`src/rtl/rw_responder_if.sv`:
```
// Request/response bundle for rw_responder.
// Optional rsp_par signal present only when RW_RESPONDER_PARITY_EN is defined.
interface rw_responder_if #(
  parameter int DATA_W = 8,
  parameter int ADDR_W = 3
);
  logic              req_valid;
  logic              req_ready;
  logic              req_write;
  logic [ADDR_W-1:0] req_addr;
  logic [DATA_W-1:0] req_wdata;
  logic              rsp_valid;
  logic              rsp_ready;
  logic [DATA_W-1:0] rsp_rdata;
  logic              rsp_err;
  logic              busy;
`ifdef RW_RESPONDER_PARITY_EN
  logic              rsp_par;
`endif

  modport master (
    output req_valid, req_write, req_addr, req_wdata, rsp_ready,
    input  req_ready, rsp_valid, rsp_rdata, rsp_err, busy
`ifdef RW_RESPONDER_PARITY_EN
    , input rsp_par
`endif
  );

  modport slave (
    input  req_valid, req_write, req_addr, req_wdata, rsp_ready,
    output req_ready, rsp_valid, rsp_rdata, rsp_err, busy
`ifdef RW_RESPONDER_PARITY_EN
    , output rsp_par
`endif
  );
endinterface

```
`src/rtl/rw_responder.sv`:
```
// rw_responder: single-outstanding write/read target with a small register file.
// Optional feature: RW_RESPONDER_PARITY_EN adds per-register parity storage,
// a parity check on read (mismatch raises rsp_err) and the rsp_par output.
module rw_responder #(
  parameter int DATA_W   = 8,
  parameter int ADDR_W   = 3,
  parameter int NUM_REGS = 6,
  parameter int RD_LAT   = 2
) (
  input  logic           clk,
  input  logic           rst_n,
  rw_responder_if.slave  bus
);

  localparam int CNT_W = (RD_LAT > 1) ? $clog2(RD_LAT) : 1;
  // One extra bit so NUM_REGS == 2**ADDR_W still compares correctly.
  localparam logic [ADDR_W:0] NUM_REGS_W = (ADDR_W+1)'(NUM_REGS);

  typedef enum logic [1:0] {IDLE, WRITE, READ_WAIT, RESP} state_t;

  state_t            state_q, state_d;
  logic [CNT_W-1:0]  cnt_q, cnt_d;
  logic [ADDR_W-1:0] addr_q, addr_d;
  logic [DATA_W-1:0] wdata_q, wdata_d;
  logic              err_q, err_d;
  logic [DATA_W-1:0] rdata_q, rdata_d;
  logic [DATA_W-1:0] regs_q [NUM_REGS];
  logic [DATA_W-1:0] regs_d [NUM_REGS];
  logic [NUM_REGS-1:0] wr_hit;
`ifdef RW_RESPONDER_PARITY_EN
  logic [NUM_REGS-1:0] par_q, par_d;
`endif

  // Per-register write strobe: only a non-errored WRITE cycle updates storage.
  generate
    for (genvar gi = 0; gi < NUM_REGS; gi++) begin : g_hit
      assign wr_hit[gi] = (state_q == WRITE) && !err_q && (addr_q == ADDR_W'(gi));
    end
  endgenerate

  // Next register-file contents (and stored parity when enabled).
  always_comb begin
    for (int i = 0; i < NUM_REGS; i++) begin
      regs_d[i] = regs_q[i];
`ifdef RW_RESPONDER_PARITY_EN
      par_d[i]  = par_q[i];
`endif
      if (wr_hit[i]) begin
        regs_d[i] = wdata_q;
`ifdef RW_RESPONDER_PARITY_EN
        par_d[i]  = ^wdata_q;
`endif
      end
    end
  end

  // Request/response FSM: next state and captured request fields.
  always_comb begin
    state_d = state_q;
    cnt_d   = cnt_q;
    addr_d  = addr_q;
    wdata_d = wdata_q;
    err_d   = err_q;
    rdata_d = rdata_q;
    case (state_q)
      IDLE: begin
        if (bus.req_valid) begin
          addr_d  = bus.req_addr;
          wdata_d = bus.req_wdata;
          err_d   = ({1'b0, bus.req_addr} >= NUM_REGS_W);
          cnt_d   = CNT_W'(RD_LAT - 1);
          state_d = bus.req_write ? WRITE : READ_WAIT;
        end
      end
      WRITE: begin
        rdata_d = '0;
        state_d = RESP;
      end
      READ_WAIT: begin
        if (cnt_q == '0) begin
          state_d = RESP;
          rdata_d = err_q ? '0 : regs_q[addr_q];
`ifdef RW_RESPONDER_PARITY_EN
          // Stored parity disagreeing with the data turns the read into an error.
          if (!err_q && (par_q[addr_q] != ^regs_q[addr_q])) begin
            err_d   = 1'b1;
            rdata_d = '0;
          end
`endif
        end else begin
          cnt_d = cnt_q - 1'b1;
        end
      end
      RESP: begin
        if (bus.rsp_ready) state_d = IDLE;
      end
      default: state_d = IDLE;
    endcase
  end

  // State and storage registers; reset discards any in-flight request.
  always_ff @(posedge clk or negedge rst_n) begin
    if (!rst_n) begin
      state_q <= IDLE;
      cnt_q   <= '0;
      addr_q  <= '0;
      wdata_q <= '0;
      err_q   <= 1'b0;
      rdata_q <= '0;
      for (int i = 0; i < NUM_REGS; i++) regs_q[i] <= '0;
`ifdef RW_RESPONDER_PARITY_EN
      par_q   <= '0;
`endif
    end else begin
      state_q <= state_d;
      cnt_q   <= cnt_d;
      addr_q  <= addr_d;
      wdata_q <= wdata_d;
      err_q   <= err_d;
      rdata_q <= rdata_d;
      for (int i = 0; i < NUM_REGS; i++) regs_q[i] <= regs_d[i];
`ifdef RW_RESPONDER_PARITY_EN
      par_q   <= par_d;
`endif
    end
  end

  // Response outputs are forced to zero outside RESP; ready is held low during reset.
  assign bus.req_ready = rst_n & (state_q == IDLE);
  assign bus.rsp_valid = (state_q == RESP);
  assign bus.rsp_rdata = (state_q == RESP) ? rdata_q : '0;
  assign bus.rsp_err   = (state_q == RESP) & err_q;
  assign bus.busy      = (state_q != IDLE);
`ifdef RW_RESPONDER_PARITY_EN
  assign bus.rsp_par   = (state_q == RESP) & (^rdata_q);
`endif

endmodule
```
`src/flat_wrapper.sv`:
```
// flat-port wrapper written by rule: the top's interface ports become plain ports
module rw_responder_flat 
#(
  parameter int DATA_W   = 8,
  parameter int ADDR_W   = 3,
  parameter int NUM_REGS = 6,
  parameter int RD_LAT   = 2
)
  (clk, rst_n, bus_req_valid, bus_req_write, bus_req_addr, bus_req_wdata, bus_rsp_ready, bus_req_ready, bus_rsp_valid, bus_rsp_rdata, bus_rsp_err, bus_busy);
  rw_responder_if #(.DATA_W(DATA_W), .ADDR_W(ADDR_W)) bus_i ();
  input  logic clk;
  input  logic rst_n;
  input wire logic [$bits(bus_i.req_valid)-1:0] bus_req_valid;
  input wire logic [$bits(bus_i.req_write)-1:0] bus_req_write;
  input wire logic [$bits(bus_i.req_addr)-1:0] bus_req_addr;
  input wire logic [$bits(bus_i.req_wdata)-1:0] bus_req_wdata;
  input wire logic [$bits(bus_i.rsp_ready)-1:0] bus_rsp_ready;
  output wire logic [$bits(bus_i.req_ready)-1:0] bus_req_ready;
  output wire logic [$bits(bus_i.rsp_valid)-1:0] bus_rsp_valid;
  output wire logic [$bits(bus_i.rsp_rdata)-1:0] bus_rsp_rdata;
  output wire logic [$bits(bus_i.rsp_err)-1:0] bus_rsp_err;
  output wire logic [$bits(bus_i.busy)-1:0] bus_busy;
  assign bus_i.req_valid = bus_req_valid;
  assign bus_i.req_write = bus_req_write;
  assign bus_i.req_addr = bus_req_addr;
  assign bus_i.req_wdata = bus_req_wdata;
  assign bus_i.rsp_ready = bus_rsp_ready;
  assign bus_req_ready = bus_i.req_ready;
  assign bus_rsp_valid = bus_i.rsp_valid;
  assign bus_rsp_rdata = bus_i.rsp_rdata;
  assign bus_rsp_err = bus_i.rsp_err;
  assign bus_busy = bus_i.busy;
  rw_responder #(.DATA_W(DATA_W), .ADDR_W(ADDR_W), .NUM_REGS(NUM_REGS), .RD_LAT(RD_LAT)) u_core (.clk(clk), .rst_n(rst_n), .bus(bus_i));
endmodule
```
`config.mk`:
```
export PLATFORM = sky130hd
export DESIGN_NAME = rw_responder_flat
export DESIGN_NICKNAME = d
export VERILOG_FILES = /design/src/rtl/rw_responder_if.sv /design/src/rtl/rw_responder.sv /design/src/flat_wrapper.sv
export SDC_FILE = /design/constraint.sdc
export NUM_CORES = 1
export LEC_CHECK = 0
export ABC_AREA = 1
export BUFFER_PORTS_ARGS = -buffer_cell sky130_fd_sc_hd__buf_4
export CORE_ASPECT_RATIO = 1.4
export CORE_MARGIN = 5
export CORE_UTILIZATION = 35
export CTS_CLUSTER_DIAMETER = 200
export CTS_CLUSTER_SIZE = 24
export DETAILED_ROUTE_END_ITERATION = 7
export HOLD_SLACK_MARGIN = 0.03
export SETUP_SLACK_MARGIN = 0.02
export SYNTH_ARGS = -nofsm -noshare
export SYNTH_HDL_FRONTEND = slang
export SYNTH_SLANG_ARGS = --single-unit
```
`constraint.sdc`:
```
create_clock -name clk -period 1.5 [get_ports clk]
set_input_delay 0.15 -clock clk [delete_from_list [all_inputs] [get_ports clk]]
set_output_delay 0.15 -clock clk [all_outputs]
set_load 0.05 [all_outputs]
```
# [Word level (Yosys, flattened, before mapping)]
# Cells that the tools add are included.
[word_totals] in_bits=16 word_cells=61 regBits=71 out_inout_bits=12
[classes] order_cmp=2 addsub=1 n_eq_ne=11 n_reduce_logical=17 n_bitwise=3 mux=15
[ops] op="$mux 8" count=5
[ops] op="$bmux 8 s3" count=1
[ops] op="$pmux 8 s2" count=1
[ops] op="$mux 2" count=4
[ops] op="$pmux 2 s4" count=1
[ops] op="$logic_and 1x1->1" count=7
[ops] op="$eq 3x2->1 const B" count=2
[ops] op="$eq 3x3->1 const B" count=2
[ops] op="$ne 2x2->1 const B" count=3
[ops] op="$reduce_and 2->1" count=3
[ops] op="$reduce_bool 2->1" count=3
[ops] op="$eq 2x2->1 const B" count=2
[ops] op="$ge 4x4->1 const B" count=1
[ops] op="$not 3->4" count=1
[ops] op="$eq 3x1->1 const B" count=1
[ops] op="$ge 3x3->1 const B" count=1
[ops] op="$logic_not 3->1" count=1
[ops] op="$reduce_and 3->1" count=1
[ops] op="$and 1x1->1" count=2
[ops] op="$eq 2x1->1 const B" count=1
[ops] op="$logic_not 2->1" count=1
[ops] op="$mux 1" count=2
[ops] op="$pmux 1 s2" count=1
[ops] op="$logic_not 1->1" count=1
[ops] op="$sub 1x1->1 const B" count=1

# [Longest topological paths before layout]
[depth] depth_word=7 ltp_mapped=9 depth_no_buf=9

# [Worst setup path before layout]
# OpenSTA, ideal clock, no wires.
[synth_timing] path_kind="reg-to-output" startpoint="register u_core.state_q[0]" endpoint="output port bus_rsp_err" t_required_ns=1.350 n_path_buf=1 slack_ns=-0.201 t_arrival_ns=1.551 stages_incl_launch_ff=5 cell_sequence="dfrtp_1 ha_1 clkbuf_1 nand2_1 inv_1"
[synth_between] elab_chain_len=2
[synth_lines] item="from (decl)" line="rw_responder.sv:21" rtl="state_t state_q, state_d;"
[synth_lines] item="from (signal assigned)" line="rw_responder.sv:115" rtl="state_q <= state_d;"
[synth_lines] item="$eq 2x2->1"
[synth_lines] item="via bus_rsp_valid" line="flat_wrapper.sv:19" rtl="output wire logic [$bits(bus_i.rsp_valid)-1:0] bus_rsp_valid;"
[synth_lines] item="$and 1x1->1" line="rw_responder.sv:132" rtl="assign bus.rsp_err = (state_q == RESP) & err_q;"
[synth_lines] item="to (decl)" line="flat_wrapper.sv:21" rtl="output wire logic [$bits(bus_i.rsp_err)-1:0] bus_rsp_err;"
# The timed path passes the listed nets, and every way through them passes these cells.

# [Worst setup path after layout]
[layout_timing] startpoint="register u_core.state_q[1]" endpoint="output port bus_rsp_rdata[6]"
[layout_between] elab_chain_len=2
[layout_lines] item="$eq 2x2->1" line="rw_responder.sv:131" rtl="assign bus.rsp_rdata = (state_q == RESP) ? rdata_q : '0;"
[layout_lines] item="$mux 8" line="rw_responder.sv:131"
[layout_lines] item="to (decl)" line="flat_wrapper.sv:20" rtl="output wire logic [$bits(bus_i.rsp_rdata)-1:0] bus_rsp_rdata;"
# Every way passes these cells.

==> flow_summary.yaml <==
synth:
  ys_ff_latch: 71
  ys_warn_count: 0
  avgSynthCellArea_sq_um: 8.01
  post_synth_num_cell_types: 22
  synth_fp_nets: 435
  yosysSeqAreaShare_pct: 53.5
  syn_area_sq_um: 3320
  synth_cells: 414
global_route:
  grt_usage_pct: 14.9
  grt-ovfl-total: 0
  grt_max_degree: 72
  grt_pass1_wl_um: 13400
  antenna_found_initial: 0
  grt_pass1_vias: 2703
power:
  pwr_density_cell_nw_per_um2: 2250
  vdd_drop_max_mv: 0.798
  p_leak_nw: 2.19
die:
  die_w_um: 92.3
  die_height_um: 125
  io_pins: 28
  die_area_sq_um: 11600
  initial_core_util_pct: 35.5
  core_area_sq_um: 9350
  rows: 42
placement:
  place_area_sq_um: 3770
  dp_hpwl_um: 5500
  port_buffers: 27
  gp_congestion: 0.818
route:
  vias: 2860
  route.detailed.drc: 0
  drtIter0Drc: 154
  avgViaCountPerCell: 4.91
  wire_per_inst_um: 14.4
  firstDrtPassIters: 6
  postRouteAntennaNets: 0
  drt_wl_total_um: 8420
clocking:
  clock_path_buffers: 2
  cts.sinks: 71
  numCtsBuffers: 9
  clockRootBuffer: "clkbuf_16"
  clk_pin_slew_ns: 0.06
  cts_tree: "built"
  htreeDepth: 3
  worstSkewPairLatency_ns: 0.33
timing:
  layout_min_cycle_time_ns: 1.55
  clock_skew_ns: 0.00567
  final_hold_viol_count: 0
  rsz0062_at_grt: "true"
  hold-worst-slack_ns: 0.0425
  slew_violations: 0
  worst_pin_slew_ns: 0.385
  finalSetupViolCount: 13
  slew_headroom_pct: 74.3
  finalWorstSetupSlack_ns: -0.0473
  timing.fmax_mhz: 646
  post-route-period-util_pct: 103
critical_path:
  crit_path_max_fanout: 11
  critPathKind: "flop to output port"
  cp.required_ns: 1.35
  cp.arrival_ns: 1.40
  cp-end-kind: "output port"
  cp-start-kind: "flop"
finish:
  post-route-util_pct: 49.1
  layout.nets: 489
  antennaDiodeCount: 0
  design_area_sq_um: 4590
  drive_gt1_share_pct: 28.3
  syn_to_final_growth_pct: 38.4
status:
  violations: "negative setup slack"
  outcome: "complete, but fails checks"
flow_run:
  cap_violations: 0
hold_path:
  hold_path_class: "input pin to flop"
==> worst paths after layout <==
path	start	end	slack [ns]	cells past startpoint
worst max-delay path	u_core.state_q[1]	bus_rsp_rdata[6]	-0.05	5
worst min-delay path	bus_req_wdata[4]	u_core.wdata_q[4]	0.04	3
worst max register to register	u_core.state_q[0]	u_core.rdata_q[0]	-0.04	10
worst min register to register	u_core.regs_q[31]	u_core.regs_q[31]	0.49	2
max in group asynchronous	rst_n	u_core.state_q[0]	0.75	3
min in group asynchronous	rst_n	u_core.regs_q[8]	0.41	3
==> flip-flops by register name, summed over array words and instances, names as in the netlist <==
signal and cells:
u_core.regs_q 48, u_core.rdata_q 8, u_core.wdata_q 8, u_core.addr_q 3, u_core.state_q 2, u_core.cnt_q 1, u_core.err_q 1
==> metal layers <==
layer,vias to the layer above,track usage [%],share of wire [%]
li1,1422,-,-
met1,1381,18.0,42
met2,45,25.1,52
met3,12,3.19,3.1
met4,0,7.26,2.1
met5,-,0,0
==> through the flow <==
step	instances	setup TNS [ns]	setup slack, ns	total power, W
3_3_place_gp	549	0	0.00103	0.00700
4_1_cts	573	-0.556	-0.0685	0.00976
2_1_floorplan	414	-0.345	-0.0351	0.00589
5_1_grt	583	-2.21	-0.127	0.0111
6_report	583	-0.459	-0.0473	0.0103
3_5_place_dp	549	-0.364	-0.0436	0.00708
==> report_power, final <==
group          internal [W]  switching, W
clock               0.00166      0.000796
combinational       0.00174       0.00276
sequential          0.00280      0.000563
==> cell usage after synthesis (all sizes together) <==
library cell / n / share of area [%]
nand2: 171 / 20
dfrtp: 71 / 54
o21ai: 53 / 8.0
inv: 39 / 4.4
nand3: 30 / 5.1
buf: 13 / 2.4
nor2: 13 / 1.9
a21oi: 10 / 1.5
ha: 5 / 1.9
clkbuf: 4 / 0.45
nand4: 1 / 0.38
o21a: 1 / 0.23
o21bai: 1 / 0.23
o22ai: 1 / 0.19
or2: 1 / 0.19
==> critical path, cell delays in order, from the launching register on <==
cell and delay (ns):
dfrtp_1 0.38, buf_4 0.15, ha_4 0.21, nand2_2 0.09
clkinvlp_4 0.08, buf_6 0.15
==> logic make-up after synthesis <==
logic type,synth area share (%)
compound gates,10.1
fa+ha+maj,1.89
buf+inv,7.24
flops,53.5
simple gates,27.2
==> placed cells by master (no fill, tap or decap), types with 5 or more instances in the layout <==
cell type / instances
nand3_1: 25
nand2_1: 149
buf_6: 15
o21ai_0: 28
clkinvlp_4: 11
o21ai_1: 12
buf_12: 5
dfrtp_1: 70
inv_2: 6
a21oi_1: 10
inv_1: 22
nand2_2: 18
buf_4: 28
nand3_4: 6
dlygate4sd3_1: 8
o21ai_2: 13
clkbuf_16: 10
nor2_1: 10
==> area by class of cell <==
class | count | area, sq um
Clock buffer | 10 | 239
Clock inverter | 6 | 108
Fill cell | 900 | 4760
Inverter | 39 | 186
Multi-Input combinational cell | 289 | 1540
Sequential cell | 71 | 1780
Tap cell | 110 | 138
Timing Repair Buffer | 58 | 599
==> what timing repair did <==
item / CTS / global route
resized for setup: 27 / 43
hold buffers: 8 / 0
endpoints found under the hold margin: 78 / 0
pin swaps: 1 / 7
endpoints found under the setup margin: 33 / 74
gates cloned: 0 / 3
setup buffers: 0 / 7
(Power assumes the default switching activity.)
